==> src/rtl/muldiv_pkg.sv <==
// muldiv_pkg: shared types and constants for the RV32M multiply/divide unit.
// Used by the unit itself, its bus interface, the decoder and stall control.
package muldiv_pkg;

  localparam int MULDIV_XLEN = 32;
  // Edges from the start edge to the end of the done cycle.
  localparam int MULDIV_LAT  = MULDIV_XLEN + 2;

  typedef enum logic [2:0] {
    OP_MUL    = 3'b000,
    OP_MULH   = 3'b001,
    OP_MULHSU = 3'b010,
    OP_MULHU  = 3'b011,
    OP_DIV    = 3'b100,
    OP_DIVU   = 3'b101,
    OP_REM    = 3'b110,
    OP_REMU   = 3'b111
  } muldiv_op_t;

  typedef enum logic [1:0] {
    IDLE = 2'd0,
    CALC = 2'd1,
    FIX  = 2'd2,
    DONE = 2'd3
  } muldiv_state_t;

  function automatic logic op_is_div(input muldiv_op_t op);
    return (op == OP_DIV) || (op == OP_DIVU) || (op == OP_REM) || (op == OP_REMU);
  endfunction

  function automatic logic op_is_rem(input muldiv_op_t op);
    return (op == OP_REM) || (op == OP_REMU);
  endfunction

endpackage

==> src/rtl/muldiv_if.sv <==
// muldiv_if: request/response bundle between execute control and muldiv_unit.
//   master (control): drives start, funct3, opA, opB, rd_in, kill;
//                     observes busy, done, result, rd_out.
//   slave  (unit):    the reverse directions.
interface muldiv_if #(
  parameter int XLEN = 32
) ();

  logic            start;
  logic [2:0]      funct3;
  logic [XLEN-1:0] opA;
  logic [XLEN-1:0] opB;
  logic [4:0]      rd_in;
  logic            kill;
  logic            busy;
  logic            done;
  logic [XLEN-1:0] result;
  logic [4:0]      rd_out;

  modport master (
    output start, funct3, opA, opB, rd_in, kill,
    input  busy, done, result, rd_out
  );

  modport slave (
    input  start, funct3, opA, opB, rd_in, kill,
    output busy, done, result, rd_out
  );

endinterface

==> src/rtl/muldiv_unit.sv <==
// muldiv_unit: iterative RV32M multiply/divide, fixed latency for every op.
//   CLK    : clock, rising edge
//   RST_N  : asynchronous active-low reset
//   bus    : muldiv_if.slave -- start/funct3/opA/opB/rd_in/kill in,
//            busy/done/result/rd_out out
// Operands are reduced to magnitudes at start; the core loop is purely
// unsigned (shift-add or restoring shift-subtract), and the sign is put
// back in FIX.
//
// state | meaning
// IDLE  | waiting for start; operands are sampled on the accepting edge
// CALC  | XLEN iteration steps, one per cycle, counted down to zero
// FIX   | sign correction, special cases, hi/lo select; result written
// DONE  | done pulse for write-back, then back to IDLE
module muldiv_unit
  import muldiv_pkg::*;
#(
  parameter int XLEN = MULDIV_XLEN
) (
  input  logic     CLK,
  input  logic     RST_N,
  muldiv_if.slave  bus
);

  localparam int CNT_W = $clog2(XLEN + 1);

  muldiv_state_t state, state_nxt;
  logic          start_acc;

  // captured request
  muldiv_op_t    op_q;
  logic [4:0]    rd_q;
  logic          neg_q;
  logic          bzero_q;

  // shared shift pair: acc = product hi / partial remainder,
  // lo = multiplier then product lo / dividend then quotient
  logic [XLEN-1:0]  acc;
  logic [XLEN-1:0]  lo;
  logic [XLEN-1:0]  opnd;
  logic [CNT_W-1:0] cnt;

  logic [XLEN-1:0] result_q;
  logic [4:0]      rd_out_q;

  // sign/abs pre-stage
  muldiv_op_t      op_in;
  logic            sgn_a, sgn_b;
  logic            neg_a, neg_b, neg_in;
  logic [XLEN-1:0] abs_a, abs_b;

  // one iteration step
  logic [XLEN:0]   mul_sum;
  logic [XLEN:0]   div_shift;
  logic [XLEN:0]   div_diff;
  logic            div_ok;

  // fix-up
  logic [2*XLEN-1:0] prod, prod_s;
  logic [XLEN-1:0]   div_mag;
  logic [XLEN-1:0]   fix_val;

  assign start_acc = (state == IDLE) && bus.start && !bus.kill;

  always_comb begin
    op_in = muldiv_op_t'(bus.funct3);
    sgn_a = 1'b0;
    sgn_b = 1'b0;
    case (op_in)
      OP_MULH, OP_DIV, OP_REM: begin
        sgn_a = 1'b1;
        sgn_b = 1'b1;
      end
      OP_MULHSU: sgn_a = 1'b1;
      default: ;
    endcase
    neg_a  = sgn_a & bus.opA[XLEN-1];
    neg_b  = sgn_b & bus.opB[XLEN-1];
    abs_a  = neg_a ? -bus.opA : bus.opA;
    abs_b  = neg_b ? -bus.opB : bus.opB;
    // remainder takes the dividend's sign, everything else the product sign
    neg_in = (op_in == OP_REM) ? neg_a : (neg_a ^ neg_b);
  end

  always_comb begin
    mul_sum   = {1'b0, acc} + (lo[0] ? {1'b0, opnd} : '0);
    div_shift = {acc, lo[XLEN-1]};
    div_diff  = div_shift - {1'b0, opnd};
    // no borrow out means the trial subtraction fits
    div_ok    = ~div_diff[XLEN];
  end

  // Divide overflow (most-negative / -1) needs no special path: the
  // magnitude quotient 2^(XLEN-1) negates to itself and the remainder is 0.
  // Remainder by zero also falls out naturally: with a zero divisor every
  // trial subtraction succeeds, so acc ends up holding |opA|, and the
  // dividend sign restores opA.
  always_comb begin
    prod    = {acc, lo};
    prod_s  = neg_q ? -prod : prod;
    div_mag = op_is_rem(op_q) ? acc : lo;
    fix_val = '0;
    if (op_is_div(op_q)) begin
      if (bzero_q && !op_is_rem(op_q)) fix_val = '1;
      else                              fix_val = neg_q ? -div_mag : div_mag;
    end else if (op_q == OP_MUL) begin
      fix_val = prod_s[XLEN-1:0];
    end else begin
      fix_val = prod_s[2*XLEN-1:XLEN];
    end
  end

  always_ff @(posedge CLK or negedge RST_N) begin
    if (!RST_N) state <= IDLE;
    else        state <= state_nxt;
  end

  always_comb begin
    state_nxt = state;
    case (state)
      IDLE: if (start_acc) state_nxt = CALC;
      CALC: begin
        if (bus.kill)        state_nxt = IDLE;
        else if (cnt == '0)  state_nxt = FIX;
      end
      FIX:  state_nxt = bus.kill ? IDLE : DONE;
      DONE: state_nxt = IDLE;
      default: state_nxt = IDLE;
    endcase
  end

  always_comb begin
    bus.busy = (state != IDLE);
    bus.done = (state == DONE);
  end

  assign bus.result = result_q;
  assign bus.rd_out = rd_out_q;

  always_ff @(posedge CLK or negedge RST_N) begin
    if (!RST_N) begin
      op_q     <= OP_MUL;
      rd_q     <= '0;
      neg_q    <= 1'b0;
      bzero_q  <= 1'b0;
      acc      <= '0;
      lo       <= '0;
      opnd     <= '0;
      cnt      <= '0;
      result_q <= '0;
      rd_out_q <= '0;
    end else begin
      case (state)
        IDLE: begin
          if (start_acc) begin
            op_q    <= op_in;
            rd_q    <= bus.rd_in;
            neg_q   <= neg_in;
            bzero_q <= (bus.opB == '0);
            cnt     <= CNT_W'(XLEN - 1);
            acc     <= '0;
            if (op_is_div(op_in)) begin
              lo   <= abs_a;
              opnd <= abs_b;
            end else begin
              lo   <= abs_b;
              opnd <= abs_a;
            end
          end
        end
        CALC: begin
          if (cnt != '0) cnt <= cnt - CNT_W'(1);
          if (op_is_div(op_q)) begin
            acc <= div_ok ? div_diff[XLEN-1:0] : div_shift[XLEN-1:0];
            lo  <= {lo[XLEN-2:0], div_ok};
          end else begin
            acc <= mul_sum[XLEN:1];
            lo  <= {mul_sum[0], lo[XLEN-1:1]};
          end
        end
        FIX: begin
          if (!bus.kill) begin
            result_q <= fix_val;
            rd_out_q <= rd_q;
          end
        end
        default: ;
      endcase
    end
  end

endmodule

==> src/flat_wrapper.sv <==
// flat-port wrapper written by rule: the top's interface ports become plain ports
module muldiv_unit_flat import muldiv_pkg::*;
#(
  parameter int XLEN = MULDIV_XLEN
)
  (CLK, RST_N, bus_start, bus_funct3, bus_opA, bus_opB, bus_rd_in, bus_kill, bus_busy, bus_done, bus_result, bus_rd_out);
  muldiv_if #(.XLEN(XLEN)) bus_i ();
  input  logic CLK;
  input  logic RST_N;
  input wire logic [$bits(bus_i.start)-1:0] bus_start;
  input wire logic [$bits(bus_i.funct3)-1:0] bus_funct3;
  input wire logic [$bits(bus_i.opA)-1:0] bus_opA;
  input wire logic [$bits(bus_i.opB)-1:0] bus_opB;
  input wire logic [$bits(bus_i.rd_in)-1:0] bus_rd_in;
  input wire logic [$bits(bus_i.kill)-1:0] bus_kill;
  output wire logic [$bits(bus_i.busy)-1:0] bus_busy;
  output wire logic [$bits(bus_i.done)-1:0] bus_done;
  output wire logic [$bits(bus_i.result)-1:0] bus_result;
  output wire logic [$bits(bus_i.rd_out)-1:0] bus_rd_out;
  assign bus_i.start = bus_start;
  assign bus_i.funct3 = bus_funct3;
  assign bus_i.opA = bus_opA;
  assign bus_i.opB = bus_opB;
  assign bus_i.rd_in = bus_rd_in;
  assign bus_i.kill = bus_kill;
  assign bus_busy = bus_i.busy;
  assign bus_done = bus_i.done;
  assign bus_result = bus_i.result;
  assign bus_rd_out = bus_i.rd_out;
  muldiv_unit #(.XLEN(XLEN)) u_core (.CLK(CLK), .RST_N(RST_N), .bus(bus_i));
endmodule
==> config.mk <==
export PLATFORM = sky130hd
export DESIGN_NAME = muldiv_unit_flat
export DESIGN_NICKNAME = d
export VERILOG_FILES = /design/src/rtl/muldiv_pkg.sv /design/src/rtl/muldiv_if.sv /design/src/rtl/muldiv_unit.sv /design/src/flat_wrapper.sv
export SDC_FILE = /design/constraint.sdc
export NUM_CORES = 1
export LEC_CHECK = 0
export BUFFER_PORTS_ARGS = -buffer_cell sky130_fd_sc_hd__buf_2
export CAP_MARGIN = 15
export CORE_MARGIN = 10
export CORE_UTILIZATION = 40
export DETAILED_ROUTE_END_ITERATION = 16
export PLACE_DENSITY_LB_ADDON = 0.3
export SYNTH_ARGS = -nofsm -noshare
export SYNTH_HDL_FRONTEND = slang
export SYNTH_SLANG_ARGS = --single-unit
==> constraint.sdc <==
create_clock -name CLK -period 3.5 [get_ports CLK]
set_input_delay 0.175 -clock CLK [delete_from_list [all_inputs] [get_ports CLK]]
set_output_delay 0.175 -clock CLK [all_outputs]
set_load 0.01 [all_outputs]
Yosys cells after proc, flatten, opt, wreduce, memory -nomap -nowiden. Index checks and enable logic that the tools add are counted.

Flip-flop bits (word level): 151. Bits of input ports: 76. Output and inout port bits: 39. Logic and storage cells: 94.

Add/subtract/negate cells: 7. Eq/ne operators: 16. Mux-type cells: 29. Bitwise logic cells: 5. Reductions and logical operators: 26.

Operators with widths (count): 32-bit two-way mux (15); 32-bit one-hot mux with 2 select lines (2); 32-bit negator (3); 64-bit two-way mux (1); 64-bit negator (1); 32-bit by 33-bit adder with 33-bit output (1); 33-bit by 32-bit subtractor with 33-bit output (1); 32-bit logical NOT (1); 3-bit == test (second input constant) (8); 6-bit two-way mux (2); 6-bit one-hot mux with 2 select lines (1); 2-bit two-way mux (4); 2-bit one-hot mux with 4 select lines (1); 2-bit AND reduction (4); 1-bit logical OR (7); 6-bit logical NOT (1); 6-bit nonzero test (1); 6-bit by 1-bit subtractor with 6-bit output (second input constant) (1); 2-bit == test (second input constant) (2); 2-bit by 1-bit inequality test with 1-bit output (second input constant) (2); 2-bit nonzero test (2); 4-bit OR reduction (1); 3-bit by 1-bit == test with 1-bit output (second input constant) (1); 3-bit by 2-bit == test with 1-bit output (second input constant) (1); other kinds (12) (19).

Logic depth before layout (Yosys ltp). Gate-level depths: netlist of the first run.

Word-level depth: 8. Depth in mapped cells: 14. Mapped depth without buffers: 13.

Worst setup path after synthesis of the first run. No wires, ideal clock.

Path type: register to register. Start: register u_core.op_q[1]. End: register u_core.result_q[30], in the netlist u_core.bus.result[30]. Setup time: 0.120 ns. Data arrival time: 3.308 ns. Required time: 3.380 ns. Setup slack: 0.072 ns. Cell stages (with the launch flop): 14. Path buffers: 3. Period minus slack after synthesis: 3.428 ns. Path through: dfrtp_1 > buf_2 > nand2_1 > clkbuf_1 > buf_1 > mux2i_1 > ha_1 > o211ai_1 > nor4_1 > nand3_1 > o41ai_1 > nand2_1 > xnor2_1 > o211a_1.

Word-level cells in the longest chain between the ends: 7. Elaborated cells on any way between the ends: 17. Those cells by class: add/sub: 1; eq/ne: 4; mux: 5; reduce/logical: 7.

RTL lines: from (decl) (line muldiv_unit.sv:31) `muldiv_op_t op_q;`; from (signal assigned) (line muldiv_unit.sv:156) `op_q <= op_in;`; 3-bit == test (line muldiv_pkg.sv:28, muldiv_pkg.sv:32); 1-bit logical OR (line muldiv_pkg.sv:32) `return (op == OP_REM) || (op == OP_REMU);`; 32-bit two-way mux (line muldiv_unit.sv:101) `div_mag = op_is_rem(op_q) ? acc : lo;`; 32-bit negator (line muldiv_unit.sv:105) `else fix_val = neg_q ? -div_mag : div_mag;`; 32-bit two-way mux (line muldiv_unit.sv:105); 32-bit two-way mux (line muldiv_unit.sv:104) `if (bzero_q && !op_is_rem(op_q)) fix_val = '1;`; 32-bit two-way mux * (line muldiv_unit.sv:103) `if (op_is_div(op_q)) begin`; to (signal assigned) (line muldiv_unit.sv:183) `result_q <= fix_val;`; to (decl) (line muldiv_unit.sv:43) `logic [XLEN-1:0] result_q;`.

Every way passes the cells marked *; elsewhere a longest branch is shown, timed or not. A chain may end at the register's enable or synchronous reset.

Final worst setup path of the first run.
Start: register u_core.opnd[19]. End: register u_core.acc[26].

Word-level cells in the longest chain between the ends: 4. Elaborated cells on any way between the ends: 6. Those cells by class: add/sub: 2; mux: 4.

RTL lines: from (decl) (line muldiv_unit.sv:40) `logic [XLEN-1:0] opnd;`; from (signal assigned) (line muldiv_unit.sv:164) `opnd <= abs_b;`; from (signal assigned) (line muldiv_unit.sv:167) `opnd <= abs_a;`; 32-bit two-way mux / 33-bit by 32-bit subtractor with 33-bit output (equally long branches) (line muldiv_unit.sv:86, muldiv_unit.sv:88); 32-bit by 33-bit adder with 33-bit output / 32-bit two-way mux (equally long branches) (line muldiv_unit.sv:86, muldiv_unit.sv:174); 32-bit two-way mux * (line muldiv_unit.sv:173) `if (op_is_div(op_q)) begin`; 32-bit one-hot mux with 2 select lines * (line muldiv_unit.sv:153) `case (state)`; to (signal assigned) (line muldiv_unit.sv:174) `acc <= div_ok ? div_diff[XLEN-1:0] : div_shift[XLEN-1:0];`; to (signal assigned) (line muldiv_unit.sv:177) `acc <= mul_sum[XLEN:1];`; to (decl) (line muldiv_unit.sv:38) `logic [XLEN-1:0] acc;`.

Marks and branches as above.

==> results of run 1 <==
stage by stage:
step	setup slack (ns)	utilization, %	hold WS [ns]	std cells	TNS, ns
2_1_floorplan	0.0718	-	-0.121	2078	0
3_3_place_gp	-0.0748	45.4	0.228	2707	-0.105
3_5_place_dp	-0.104	45.4	0.235	2707	-0.368
4_1_cts	0.0228	47.2	0.0260	2746	0
5_1_grt	-0.0388	47.6	0.0436	2760	-0.131
6_report	0.0697	47.6	0.0357	2761	0
final cells by class:
class	instances	share of cell area [%]
Multi-Input combinational cell	1694	60.5
Sequential cell	151	20.4
Timing Repair Buffer	297	11.0
Tap cell	518	3.50
Clock buffer	18	2.32
Inverter	68	1.38
Clock inverter	14	0.818
Antenna cell	1	0.0135
power breakdown:
| group | internal [mW] | switching, mW |
|---|---|---|
| registers | 2.41 | 0.568 |
| clock network | 1.01 | 0.915 |
| logic | 4.44 | 6.34 |
| total | 7.87 | 7.82 |
state kept, by name, indices dropped and copies added (netlist names):
register,cells
u_core.acc,32
u_core.bus.result,32
u_core.lo,32
u_core.opnd,32
u_core.cnt,6
u_core.bus.rd_out,5
u_core.rd_q,5
u_core.op_q,3
u_core.state,2
u_core.bzero_q,1
u_core.neg_q,1
repair_timing:
item	in CTS	in global routing
pin swaps	1	8
gates resized for setup	4	24
endpoints found under the hold margin	70	0
setup endpoints to repair	16	24
setup buffers	0	14
hold buffers	7	0
per-layer routing:
metal / vias to the layer above / wire length (um) / part of all wire (%)
li1: 7873 / - / -
met1: 8079 / 27600 / 44
met2: 718 / 27200 / 44
met3: 84 / 5300 / 8.5
met4: 0 / 2180 / 3.5
met5: - / 0 / 0
placed cells by master, fill, tap and decap left out, types with 7 or more instances in the layout:
cell	synthesis	layout
nor2b_1	13	11
nor4_1	18	16
a221oi_1	9	9
nand3_1	35	34
nand2b_1	21	21
clkbuf_16	0	17
o21ai_0	165	160
or4_1	17	16
a22oi_1	18	18
nor2_1	184	182
a31oi_1	23	23
o31ai_1	31	31
o21a_1	15	14
buf_4	1	170
dlygate4sd3_1	0	7
o221ai_1	12	11
and2_1	14	13
or3_1	22	21
xnor2_1	99	99
o22ai_1	22	22
o41ai_1	15	14
dfrtp_1	151	148
a21oi_1	183	182
buf_2	22	113
nand4_1	20	20
nand2_1	219	219
xor2_1	94	94
mux2i_1	91	91
or2_2	14	14
o211ai_1	27	27
nor3_1	39	39
ha_1	70	68
a21boi_0	11	10
a211oi_1	42	41
and3_1	16	16
o211a_1	7	7
a21o_1	29	29
inv_1	68	67
final timing paths:
| path | slack (ns) | to | cells past startpoint | start |
|---|---|---|---|---|
| min in group asynchronous | 0.29 | u_core.bus.rd_out[1] | 2 | RST_N |
| worst min register to register | 0.47 | u_core.bus.rd_out[1] | 2 | u_core.rd_q[1] |
| worst max-delay path | 0.07 | u_core.acc[26] | 12 | u_core.opnd[19] |
| worst min-delay path | 0.04 | u_core.state[1] | 2 | bus_kill |
| worst max register to register | 0.07 | u_core.acc[26] | 12 | u_core.opnd[19] |
| max in group asynchronous | 2.32 | u_core.op_q[2] | 3 | RST_N |
cells by family (layout without fill, tap and decap cells):
group,Yosys count,after routing,share of synthesized area [%]
buffers and inverters,233,397,5.80
muxes,96,96,6.14
adders and majority gates,72,72,5.81
AOI/OAI and AO/OA,671,671,27.2
xor gates and xnor gates,193,193,10.7
other,0,1,0
DFF,151,151,24.0
and+or+nand+nor,662,662,20.3
worst max-delay path, stage by stage (launching register included):
cell,delay (ns)
dfrtp_1,0.36
inv_1,0.06
ha_1,0.40
a21o_1,0.23
a31oi_1,0.21
o22ai_1,0.15
or3_1,0.45
o21ai_4,0.25
nor4_2,0.10
or3_4,0.45
buf_12,0.17
mux2_4,0.29
o22a_1,0.19
==> results.toml, run 1 <==
[timing]
min_period_ns = 3.43
final.period_utilization_pct = 98.0
slew_viol_final = 0
fin_skew_ns = 0.0170
rsz0062_at_grt = "yes"
max_freq_mhz = 292
setup_viol = 0
hold_violations = 0
worst_pin_slew_ns = 0.924
slew_headroom_pct = 38.2

[setup_path]
required_ns = 3.84
worst-setup-path-type = "flip-flop to flip-flop"
arrival_ns = 3.77
cp-start-kind = "flip-flop"
cp_max_fo = 13
cp-end-kind = "flip-flop"

[grt]
groute.usage.overall_pct = 25.4
grt_max_degree = 95
grt.met2_usage_pct = 38.5
grtUsageMet1_pct = 34.0
antenna_found_initial = 1
top_usage_layer = "met2"
grt_pass1_vias = 15900
grt_pass1_wl_um = 94600
overflow = 0
grt_use_met3_pct = 6.20

[drt]
drtAntennaViolNets = 0
wl_per_cell_um = 22.6
postRouteWirelength_um = 62400
drcViolationCount = 0
first_pass_iters = 5
viasPerCell = 6.07
drt_iter0_drc = 1620
vias = 16800

[floorplanning]
core_area_sq_mm = 0.0388
die_h_um = 218
start_util_pct = 40.6
num_rows = 72
top_level_ports = 115
die_w_um = 218
fp.dieArea_sq_mm = 0.0477

[cts]
path_clk_slew_ns = 0.07
numCtsBuffers = 17
clock_sinks = 151
htreeDepth = 4
clk_latency_ns = 0.46
cts_tree = "done"
cts.path.max_buffers = 2
cts-root-buf = "clkbuf_16"

[run_status]
status = "finished, final reports clean"

[synthesis]
ys_ff_latch = 151
yosys.area.top_type = "dfrtp_1"
syn_inst = 2078
synth_edf_count = 0
ys.flop_type = "dfrtp_1"
avgSynthCellArea_sq_um = 7.58
yosys_warnings = 0
synth_most_common_cell = "nand2_1"
synthesis.area_sq_mm = 0.0158
yosys.area.top_type_share_pct = 24.0
synthArstFlopShare_pct = 100
synth_cell_types = 89
ys_seq_area_share_pct = 24.0
synth_common_cells = "nand2_1 (219), nor2_1 (184), a21oi_1 (183)"
synth_area_leaders = "dfrtp_1 (24%), a21oi_1 (5.8%), mux2i_1 (5.8%), ha_1 (5.6%), xnor2_1 (5.5%)"
syn_nets = 2226

[place]
dp_hpwl_um = 48200
place_area_sq_mm = 0.0176
port_buffers = 114
gp_congestion = 0.987

[power]
power_leakage_nw = 7.98
power.density_mw_per_mm2 = 848
power_mw = 15.7
ir_drop_uv = 302

[layout]
area_growth_pct = 17.4
ff_latch_area_sq_mm = 0.00378
drive_gt1_share_pct = 17.3
fin_area_sq_mm = 0.0185
final_nets = 2377
multi_input_area_sq_mm = 0.0112
num-fill-cells = 3859

[hold_path]
worstHoldPathType = "primary input to flip-flop"

[flow_run]
cap_violations = 0
No activity file was read; power rests on OpenSTA's default activity.
==> run 2, diff against run 1 <==
Settings changed: CORE_MARGIN 10 to 2.
==> run 2 against run 1 <==
Wire length down 1.1%. Sequential share of layout area up 0.14 points. Power down 1.2%. Sequential power about the same. Global-route usage up 4.3 points. Core utilization down 0.22 points. Combinational power about the same. First-iteration DRC count up 15%. Worst hold slack worse by 0.015 ns.
==> results.toml, run 2 (synthesis results as in run 1) <==
[layout]
final_nets = 2358
area_growth_pct = 16.6
final_cell_mix = "nand2_1 (219), nor2_1 (182), a21oi_1 (181), o21ai_0 (163), buf_4 (150)"
num-fill-cells = 3902
fin_area_sq_mm = 0.0184
final_common_cell = "nand2_1"
drive_gt1_share_pct = 16.6

[cts]
path_clk_slew_ns = 0.07
cts_tree = "done"
clk_latency_ns = 0.47
cts-root-buf = "clkbuf_16"
clock_sinks = 151
htreeDepth = 4
cts.path.max_buffers = 2
numCtsBuffers = 17

[grt]
grt_pass1_vias = 15600
antenna_found_initial = 0
grt_max_degree = 95
overflow = 0
grt_pass1_wl_um = 93800
groute.usage.overall_pct = 29.7

[drt]
drtAntennaViolNets = 0
drcViolationCount = 0
postRouteWirelength_um = 61700
vias = 16700
wl_per_cell_um = 22.5
drt_iter0_drc = 1858
viasPerCell = 6.08
first_pass_iters = 6

[run_status]
status = "finished, final reports clean"

[timing]
final.period_utilization_pct = 96.7
hold_violations = 0
setup_viol = 0
rsz0062_at_grt = "yes"
slew_viol_final = 0
max_freq_mhz = 296
fin_skew_ns = 0.0101
finalSetupTns_ns = 0
min_period_ns = 3.38
slew_headroom_pct = 19.9
worst_pin_slew_ns = 1.20

[floorplanning]
top_level_ports = 115
die_w_um = 202
fp.dieArea_sq_mm = 0.0410
die_h_um = 202
start_util_pct = 40.7
num_rows = 72
core_area_sq_mm = 0.0387

[power]
seqPwrFrac_pct = 19.2
pwr-share-comb_pct = 68.3
power.density_mw_per_mm2 = 844
power_leakage_nw = 7.88
switching_share_pct = 50.2
clkPwrFrac_pct = 12.5
p_switching_mw = 7.77
ir_drop_uv = 487
p_int_mw = 7.73

[setup_path]
cp-start-kind = "flip-flop"
arrival_ns = 3.73
worst-setup-path-type = "flip-flop to flip-flop"
cp-end-kind = "flip-flop"
required_ns = 3.85
crit_path_end = "u_core.acc[26]"
r2r_slack_ns = 0.12
startpoint = "u_core.opnd[0]"
cp_max_fo = 14
ff2ff_path_depth = 12
r2r_end = "u_core.acc[26]"
worstReg2RegStart = "u_core.opnd[0]"

[place]
gp_congestion = 1.01
port_buffers = 114
dp_hpwl_um = 47300
place_area_sq_mm = 0.0176

[flow_run]
cap_violations = 0

[hold_path]
worstHoldPathType = "primary input to flip-flop"
run 2: cell count changes in the layout (fill, tap and decap cells not counted), moves of 2 or more:
| cell | change |
|---|---|
| ha_2 | -2 |
| o21ai_0 | +3 |
| ha_4 | +3 |
| clkbuf_8 | +2 |
| inv_8 | -2 |
| o21ai_1 | -3 |
| buf_4 | -20 |
run 2: through the flow:
step / utilization, % / setup WS [ns] / power, mW / hold slack (ns) / std cells
after floorplan: - / 0.0718 / 9.66 / -0.121 / 2078
after global placement: 45.4 / 0.0737 / 13.1 / 0.277 / 2702
after detailed placement: 45.4 / -0.0402 / 13.2 / 0.295 / 2702
after CTS: 47.2 / 0.0273 / 15.2 / 0.0176 / 2741
after global routing: 47.4 / -0.0227 / 16.5 / 0.0582 / 2741
final: 47.4 / 0.116 / 15.5 / 0.0207 / 2742
run 2: how the worst min path moves through the flow:
stage	startpoint	to	slack, ns	depth (start not counted)
floorplan	RST_N	u_core.acc[0]	-0.12	0
global route	bus_start	u_core.state[0]	0.06	3
global placement	RST_N	u_core.cnt[5]	0.28	1
CTS	bus_start	u_core.state[0]	0.02	3
finish	bus_start	u_core.state[0]	0.02	3
detailed placement	RST_N	u_core.cnt[5]	0.30	1
run 2: power by group through the flow:
stage          clock [mW]  sequential, mW  combinational [mW]
5_1_grt              2.02            3.05                11.4
4_1_cts              1.95            2.95                10.3
2_1_floorplan           0            2.95                6.71
6_report             1.93            2.98                10.6
3_3_place_gp            0            2.96                10.1
3_5_place_dp            0            2.98                10.2
run 2: routing by layer:
metal / vias up / routed length (um) / track usage, %
li1: 7795 / - / -
met1: 7964 / 27500 / 42.2
met2: 795 / 27100 / 45.3
met3: 115 / 4650 / 4.29
met4: 0 / 2480 / 11.5
met5: - / 0 / 0
run 2: cell type report:
type                            instances  area, sq um  area share (%)
Timing Repair Buffer                  278         1900            10.4
Clock buffer                           19          453            2.47
Clock inverter                         13          134           0.729
Multi-Input combinational cell       1694        11200            60.9
Antenna cell                            1         2.50          0.0136
Inverter                               68          255            1.39
Sequential cell                       151         3780            20.6
Tap cell                              518          648            3.53
run 2: repair_timing:
| item | in CTS | in global routing |
|---|---|---|
| setup endpoints to repair | 4 | 24 |
| gates resized for setup | 3 | 20 |
| endpoints found under the hold margin | 86 | 0 |
| setup buffers | 0 | 0 |
| pin swaps | 1 | 4 |
| hold buffers | 7 | 0 |
run 2: worst max-delay path: stages, from the launching register on:
cell and delay (ns):
dfrtp_1 0.44, ha_4 0.19, fa_2 0.35, nor2b_2 0.15
o211a_1 0.17, o211ai_1 0.13, a211oi_2 0.37, o21ai_2 0.12
o2111a_1 0.27, or3_4 0.40, buf_12 0.17, mux2_1 0.31
o22a_1 0.20
==> run 3, diff against run 2 <==
Settings changed: MAX_ROUTING_LAYER from default to met4.
==> run 3 against run 2 <==
Global-route usage increased by 0.97 points. Die area unchanged. Worst hold slack improved by 0.011 ns. Clock-buffer cell count unchanged. Non-clock buffer count increased by 10. Clock power about the same. Cell count increased by 0.44%. Via count decreased by 0.27%. Register-to-register slack about the same. Critical endpoint unchanged. Largest power group unchanged.
==> results.toml, run 3 (synthesis results as in run 1) <==
[timing]
final.period_utilization_pct = 96.5
hold_ws_ns = 0.0321
fin_skew_ns = 0.0180
min_period_ns = 3.38
worst_pin_slew_ns = 1.28
setup_viol = 0
hold_violations = 0
finalSetupTns_ns = 0
slew_headroom_pct = 14.2
max_freq_mhz = 296
slew_viol_final = 0

[drt]
drcViolationCount = 0
drt_iter0_drc = 1847
viasPerCell = 6.04
first_pass_iters = 6
drtAntennaViolNets = 0
postRouteWirelength_um = 61300
vias = 16600
wl_per_cell_um = 22.3

[setup_path]
arrival_ns = 3.72
worst-setup-path-type = "flip-flop to flip-flop"
required_ns = 3.84
r2r_slack_ns = 0.12
cp-end-kind = "flip-flop"
cp-start-kind = "flip-flop"
cp_max_fo = 22

[run_status]
status = "finished, final reports clean"

[grt]
grt_max_degree = 95
overflow = 0
grt_pass1_wl_um = 93500
groute.usage.overall_pct = 30.6
grt_pass1_vias = 15800
antenna_found_initial = 3

[layout]
fin_area_sq_mm = 0.0184
final_common_cell = "nand2_1"
final_nets = 2368
final_cell_mix = "nand2_1 (219), nor2_1 (182), a21oi_1 (181), o21ai_0 (162), buf_4 (162)"
area_growth_pct = 16.6
drive_gt1_share_pct = 16.5

[cts]
clock_sinks = 151
path_clk_slew_ns = 0.07
cts_tree = "done"
clk_latency_ns = 0.47
cts-root-buf = "clkbuf_16"
htreeDepth = 4
cts.path.max_buffers = 2
numCtsBuffers = 17

[hold_path]
worstHoldPathType = "primary input to flip-flop"

[place]
place_area_sq_mm = 0.0177
gp_congestion = 1.00
port_buffers = 114
dp_hpwl_um = 47300

[flow_run]
cap_violations = 0

[floorplanning]
die_w_um = 202
start_util_pct = 40.7
num_rows = 72
top_level_ports = 115
fp.dieArea_sq_mm = 0.0410
die_h_um = 202
core_area_sq_mm = 0.0387

[power]
power_leakage_nw = 7.92
ir_drop_uv = 392
power.density_mw_per_mm2 = 841
[run 3: cell type report]
class,count,area [sq um]
well taps,518,648
flip-flops and latches,151,3780
multi-input cells,1694,11100
repair buffers,288,1960
fillers,3938,20400
clock buffers,19,453
diodes,3,7.51
clock inverters,13,136
inverters,68,255
[run 3: critical path, cell delays in order, from the launching register on]
cell and delay [ns]:
dfrtp_1 0.41, ha_1 0.24, fa_2 0.38, nor2b_4 0.13, o211a_1 0.16, o211ai_1 0.12
a211oi_2 0.36, o21ai_2 0.11, o2111a_1 0.25, or3_4 0.39, buf_12 0.18, mux2_1 0.32
o22a_1 0.20
[run 3: what timing repair did]
| item | 4_1_cts | 5_1_grt |
|---|---|---|
| gates cloned | 0 | 0 |
| pin swaps | 1 | 2 |
| buffers inserted | 0 | 2 |
| hold buffers | 7 | 0 |
| setup endpoints to repair | 2 | 32 |
| hold endpoints to repair | 65 | 0 |
| gates resized for setup | 0 | 12 |
[run 3: worst paths after layout]
check / start / end / depth (start not counted)
setup reg to reg: u_core.opnd[0] / u_core.acc[26] / 12
max in group asynchronous: RST_N / u_core.opnd[20] / 3
hold reg to reg: u_core.rd_q[4] / u_core.bus.rd_out[4] / 2
hold / removal: bus_start / u_core.state[0] / 3
setup / recovery: u_core.opnd[0] / u_core.acc[26] / 12
min in group asynchronous: RST_N / u_core.cnt[5] / 2
[run 3: through the flow]
stage / std cells / utilization (%) / total power, mW / worst slack (ns)
floorplan: 2078 / - / 9.66 / 0.0718
global placement: 2710 / 45.6 / 13.1 / 0.0851
detailed placement: 2710 / 45.6 / 13.2 / 0.0169
CTS: 2749 / 47.3 / 15.2 / 0.00837
global route: 2753 / 47.4 / 16.5 / -0.0113
finish: 2754 / 47.4 / 15.5 / 0.122
[run 3: where the power goes]
group | leakage (nW) | switching (mW) | internal, mW
sequential | 1.83 | 0.562 | 2.42
combinational | 5.81 | 6.30 | 4.27
clock | 0.287 | 0.877 | 1.04
total | 7.92 | 7.73 | 7.72
[run 3: metal layers]
| layer | vias up | GRT usage (%) | share of wire, % |
|---|---|---|---|
| met5 | - | - | 0 |
| met4 | 0 | 14.8 | 5.0 |
| met3 | 137 | 5.07 | 8.0 |
| met2 | 765 | 44.5 | 43 |
| met1 | 7897 | 41.4 | 44 |
| li1 | 7825 | - | - |
